**config.mk**
```make
export PLATFORM = sky130hd
export DESIGN_NAME = p405s_icu_regicu_arb
export DESIGN_NICKNAME = d
export VERILOG_FILES = /design/src/rtl/p405s_icu_regicu_arb.sv
export SDC_FILE = /design/constraint.sdc
export NUM_CORES = 1
export LEC_CHECK = 0
export CAP_MARGIN = 20
export CORE_MARGIN = 2
export CORE_UTILIZATION = 30
export CTS_CLUSTER_SIZE = 28
export DETAILED_ROUTE_END_ITERATION = 8
export MAX_ROUTING_LAYER = met4
export PLACE_DENSITY = 0.87
export SLEW_MARGIN = 20
export SYNTH_ARGS = -nofsm -noshare
export SYNTH_HDL_FRONTEND = slang
export SYNTH_SLANG_ARGS = --single-unit
```
**constraint.sdc**
```tcl
create_clock -name CB -period 2 [get_ports CB]
set_input_delay 0.3 -clock CB [delete_from_list [all_inputs] [get_ports CB]]
set_output_delay 0.3 -clock CB [all_outputs]
set_load 0.005 [all_outputs]
```
**src/rtl/p405s_icu_regicu_arb.sv**
```systemverilog
// ICU address register arbiter and line-fill sequencer.
// Optional round-robin arbitration when ICU_REGARB_RR_EN is defined.
module p405s_icu_regicu_arb #(
  parameter int NREQ       = 4,
  parameter int LINE_WORDS = 8,
  parameter int AW         = 32
) (
  input  logic              CB,
  input  logic              resetN,
  input  logic [0:NREQ-1]   req,
  input  logic [0:NREQ-1]   reqFill,
  input  logic [0:NREQ*AW-1] reqAddr,
  input  logic              fillBeatVal,
  input  logic              fillAbort,
  input  logic [0:AW-1]     regL2,
  output logic [0:NREQ-1]   gnt,
  output logic [0:AW-1]     regD,
  output logic              regE1,
  output logic              busy,
  output logic              fillDone
);

  localparam int OW = $clog2(LINE_WORDS);
  localparam int PW = (NREQ > 1) ? $clog2(NREQ) : 1;
  localparam logic [OW-1:0] LAST = OW'(LINE_WORDS - 1);

  typedef enum logic {
    IDLE,
    FILL
  } state_t;

  state_t        state;
  state_t        state_nxt;
  logic [OW-1:0] beat;
  logic [OW-1:0] beat_nxt;
  logic          done_nxt;
  logic          win_vld;
  logic [PW-1:0] win;
  logic [AW-1:0] sel;
  logic [AW-1:0] cur;
  logic [AW-1:0] inc;

`ifdef ICU_REGARB_RR_EN
  logic [PW-1:0] ptr;

  always_comb begin
    win_vld = 1'b0;
    win     = '0;
    for (int k = 0; k < NREQ; k++) begin
      if (!win_vld && req[(int'(ptr) + k) % NREQ]) begin
        win_vld = 1'b1;
        win     = PW'((int'(ptr) + k) % NREQ);
      end
    end
  end

  always_ff @(posedge CB or negedge resetN) begin
    if (!resetN) begin
      ptr <= '0;
    end else if (state == IDLE && win_vld) begin
      ptr <= (int'(win) == NREQ - 1) ? '0 : win + PW'(1);
    end
  end
`else
  always_comb begin
    win_vld = 1'b0;
    win     = '0;
    for (int i = 0; i < NREQ; i++) begin
      if (!win_vld && req[i]) begin
        win_vld = 1'b1;
        win     = PW'(i);
      end
    end
  end
`endif

  // little-endian views: word offset lives just above the byte bits
  always_comb begin
    sel      = reqAddr[int'(win)*AW +: AW];
    sel[1:0] = 2'b00;
    cur      = regL2;
    inc      = cur;
    inc[OW+1:2] = cur[OW+1:2] + OW'(1);
    inc[1:0] = 2'b00;
  end

  always_comb begin
    state_nxt = state;
    beat_nxt  = beat;
    done_nxt  = 1'b0;
    gnt       = '0;
    regE1     = 1'b0;
    regD      = '0;
    unique case (state)
      IDLE: begin
        if (win_vld) begin
          gnt[win] = 1'b1;
          regE1    = 1'b1;
          regD     = sel;
          if (reqFill[win]) begin
            state_nxt = FILL;
            beat_nxt  = '0;
          end
        end
      end
      FILL: begin
        if (fillAbort) begin
          state_nxt = IDLE;
          beat_nxt  = '0;
          done_nxt  = 1'b1;
        end else if (fillBeatVal) begin
          regE1    = 1'b1;
          regD     = inc;
          beat_nxt = beat + OW'(1);
          if (beat == LAST) begin
            state_nxt = IDLE;
            beat_nxt  = '0;
            done_nxt  = 1'b1;
          end
        end
      end
      default: state_nxt = IDLE;
    endcase
    // grant path is combinational, so hold it quiet while in reset
    if (!resetN) begin
      gnt   = '0;
      regE1 = 1'b0;
      regD  = '0;
    end
  end

  always_ff @(posedge CB or negedge resetN) begin
    if (!resetN) begin
      state    <= IDLE;
      beat     <= '0;
      busy     <= 1'b0;
      fillDone <= 1'b0;
    end else begin
      state    <= state_nxt;
      beat     <= beat_nxt;
      busy     <= (state_nxt == FILL);
      fillDone <= done_nxt;
    end
  end

endmodule
```
==> results_tabular.tex <==
\begin{tabular}{lr}
\hline
Metric & Value \\
\hline
\multicolumn{2}{l}{\textbf{Setup path}} \\
\quad Worst stage delay on the critical path & $\sim$0.42 ns \\
\quad Nature of the critical path startpoint & register \\
\quad Cell at the slowest stage of the critical path & sky130\_fd\_sc\_hd\_\_a221o\_2 \\
\quad R2R setup slack & roughly 0.12 ns \\
\quad Critical path capture point type & output port \\
\quad Maximum fanout count along the critical path & 8 \\
\quad Crit Reg-Reg Startpoint & state \\
\quad Data required time of the worst path & $\sim$1.7 ns \\
\quad Path depth of the worst reg2reg path & 7 \\
\quad Series of cell instances along the critical path & nor2\_2 -> a221o\_2 -> buf\_6 -> buf\_16 -> a311oi\_2 -> buf\_2 \\
\quad Critical path type & register to output port \\
\quad Arr. time, crit path & 1.77 ns \\
\quad Reg2Reg Capture Point & beat[0] \\
\multicolumn{2}{l}{\textbf{Clock tree}} \\
\quad Number of buffers created by CTS & 3 \\
\quad Clock H-tree levels & 1 \\
\quad TritonCTS Sinks & 5 \\
\quad TritonCTS clock tree & built \\
\quad Count of hold buffers inserted by post-cts repair & 0 \\
\quad Worst-case clock buffer depth & 2 \\
\quad Worst-skew pair later-pin latency & around 0.23 ns \\
\quad Clock slew at reported path FFs & about 0.040 ns \\
\quad Cell at the root of the clock tree & sky130\_fd\_sc\_hd\_\_clkbuf\_8 \\
\multicolumn{2}{l}{\textbf{Synth}} \\
\quad Fraction of the yosys area taken by sequential cells & between 6 and 7\% \\
\quad Share of the synthesized area in the top cell type & between 10 and 15\% \\
\quad Post-synthesis instance total & around 300 \\
\quad Post-Syn Area & 2030 µm² \\
\quad Yosys warning total & 0 \\
\quad Syn Area/Cell & 6.76 µm² \\
\quad Dominant cells by area after synthesis & sky130\_fd\_sc\_hd\_\_a21o\_1 11\%, sky130\_fd\_sc\_hd\_\_nand3b\_1 11\%, sky130\_fd\_sc\_hd\_\_a22oi\_1 10\%, sky130\_fd\_sc\_hd\_\_a311oi\_1 8.2\%, sky130\_fd\_sc\_hd\_\_a311oi\_2 7.4\% \\
\quad Number of different library cells in the post-synthesis netlist & 42 \\
\quad Post-synthesis sequential element count & 5 \\
\quad Cell type with the largest total area after synthesis & sky130\_fd\_sc\_hd\_\_a21o\_1 \\
\multicolumn{2}{l}{\textbf{Placement}} \\
\quad Last weighted congestion value of the routability-driven placer & just under 0.9 \\
\quad Placement-stage worst setup slack & -0.806 ns \\
\quad Total half-perimeter wirelength after legalization and detailed placement & 7820 µm \\
\quad Input/output buffers & 198 \\
\quad Post-detailed-placement cell area & around 4200 µm² \\
\multicolumn{2}{l}{\textbf{Timing}} \\
\quad RSZ-0062 raised after global routing & yes \\
\quad Final sum of negative setup slack & -0.701 ns \\
\quad Final clock skew & about 0.0013 ns \\
\quad Worst setup slack after layout & -0.0728 ns \\
\quad Pins Over Slew Limit & 0 \\
\quad Number of setup violations in the final report & 15 \\
\quad Fmax & about 480 MHz \\
\quad Hold violation total from the final report & 0 \\
\quad Fin crit period & slightly above 2 ns \\
\quad Final period util & 104\% \\
\multicolumn{2}{l}{\textbf{Detailed routing}} \\
\quad Number of DRC violations after detailed-routing iteration 0 & between 100 and 150 \\
\quad DR vias/cell & 5.71 \\
\quad Vias after detailed routing & 3339 \\
\quad Total wire length & 10900 µm \\
\quad Length of the first detailed-routing pass in iterations & 5 \\
\quad Final ANT Viol Nets & 0 \\
\quad Total DRC errors in the routed layout & 0 \\
\quad Wirelength per Cell & around 19 µm \\
\multicolumn{2}{l}{\textbf{Final layout}} \\
\quad Most common cell after layout, fill and taps aside & sky130\_fd\_sc\_hd\_\_clkdlybuf4s50\_1 \\
\quad Final-stage net count & around 700 \\
\quad Cell area after layout & between 4000 and 5000 µm² \\
\quad N\_diodes & 0 \\
\quad Commonest cells after routing, fill and taps aside & 160 x sky130\_fd\_sc\_hd\_\_clkdlybuf4s50\_1, 32 x sky130\_fd\_sc\_hd\_\_nand2\_1, 31 x sky130\_fd\_sc\_hd\_\_buf\_2 \\
\quad Fillers & between 500 and 600 \\
\quad Area added between synthesis and finish & 114\% \\
\quad Share of post-route cells with drive strength above 1 & between 20\% and 30\% \\
\multicolumn{2}{l}{\textbf{Die}} \\
\quad Die outline area & between 7000 and 8000 µm² \\
\quad \# IOs & approximately 210 \\
\quad Chip Width & around 86 µm \\
\quad Core ar. & approximately 6700 µm² \\
\quad Initial core utilization & between 30\% and 40\% \\
\quad Standard-cell row count & 30 \\
\quad DIE HEIGHT & around 86 µm \\
\multicolumn{2}{l}{\textbf{Status}} \\
\quad Result of the run & finished, violations left \\
\quad Violated checks & setup timing \\
\multicolumn{2}{l}{\textbf{Global routing}} \\
\quad Number of antenna violations at the first check in global routing & 0 \\
\quad Pin count of the biggest net entering global routing & 36 \\
\quad GRT Resource Usage Total & 29.1\% \\
\quad Total global routing overflow & 0 \\
\quad Number of global-route vias before repair & approximately 3500 \\
\quad Wire length of the first global-routing pass & 16700 µm \\
\multicolumn{2}{l}{\textbf{Min path}} \\
\quad Hold/Removal Path Class & input pin to async pin \\
\multicolumn{2}{l}{\textbf{Power}} \\
\quad Cell area power density & around 400 nW/µm² \\
\quad Power Total & roughly 1700 µW \\
\quad Peak supply drop & $\sim$0.16 mV \\
\quad Static leakage power & 0.00172 µW \\
\multicolumn{2}{l}{\textbf{Run}} \\
\quad Max\_cap viols & 0 \\
\hline
\end{tabular}
## metal layers
layer / up-vias / track usage (%) / wire [µm]
li1: 1562 / - / -
met1: 1555 / 29.7 / 4020
met2: 195 / 55.2 / 5700
met3: 27 / 4.57 / 874
met4: 0 / 11.4 / 293
met5: - / - / 0
## critical path, delay by kind of cell, from the launching register on
kind / cells / cell delay (ns)
compound gates: 2 / 0.61
buf+inv: 3 / 0.46
flops: 1 / 0.40
simple gates: 1 / 0.07
## Yosys cell counts (all sizes together)
cell      n
o22ai     1
mux2      2
a21o     30
or3       1
or4       1
and3b     1
nor2b     6
nor3b     1
and3      1
dfrtp     5
or2       1
nand2    32
a21oi     2
buf      21
a32oi     1
o21ai    30
ha        3
and2      2
nor4      1
nand3     4
a2bb2oi   2
xor2      1
nor2     31
nand2b    1
a211oi    1
conb      1
o2bb2ai   1
clkbuf   16
o31ai     2
a311oi   29
inv       6
nand3b   30
nor3      1
a221o     2
a22oi    28
and4      2
o221ai    1
## metrics by stage
step           std cells  hold slack (ns)  util [%]
2_1_floorplan        302          0.00441         -
3_3_place_gp         575            0.567      63.1
3_5_place_dp         575            0.564      63.1
4_1_cts              586            0.121      65.2
5_1_grt              585            0.147      65.2
6_report             585            0.119      65.2
## power by group
part,internal (µW),total (µW),switching (µW)
logic,769,1400,629
registers,122,141,19.5
clock network,138,196,58.9
total,1030,1740,708
## cell type report
class	instances	area, µm²	share of cell area [%]
clock buffer	4	45.0	1.03
inverter	6	25.0	0.575
multi-input combinational	254	1840	42.2
sequential	5	125	2.87
tap	80	100	2.30
timing repair buffer	236	2220	51.1
## cell families after synthesis
kind of cell    Yosys count  synth area share (%)
compound gates          130                  49.4
simple gates            116                  30.2
buf+inv                  43                  10.7
flops                     5                  6.15
fa+ha+maj                 3                  1.85
mux                       2                  1.11
other cells               1                 0.184
xor+xnor                  1                 0.431
## what timing repair did
item	4_1_cts	5_1_grt
resized for setup	153	11
endpoints found under the hold margin	0	0
pin swaps	6	6
setup buffers	4	0
setup endpoints to repair	35	30
gates cloned	4	0
## worst max path at each step
stage                 from  endpoint
global placement    req[1]   regD[0]
CTS                  state  regD[19]
floorplan           req[1]  regD[10]
global route         state  regD[10]
detailed placement  req[1]   regD[0]
finish               state  regD[18]
## state kept, by name (all words and copies together), names as in the netlist
name and cells:
fillDone 1, state 1, beat 3
Note: power is estimated with default switching activity, not from simulation.
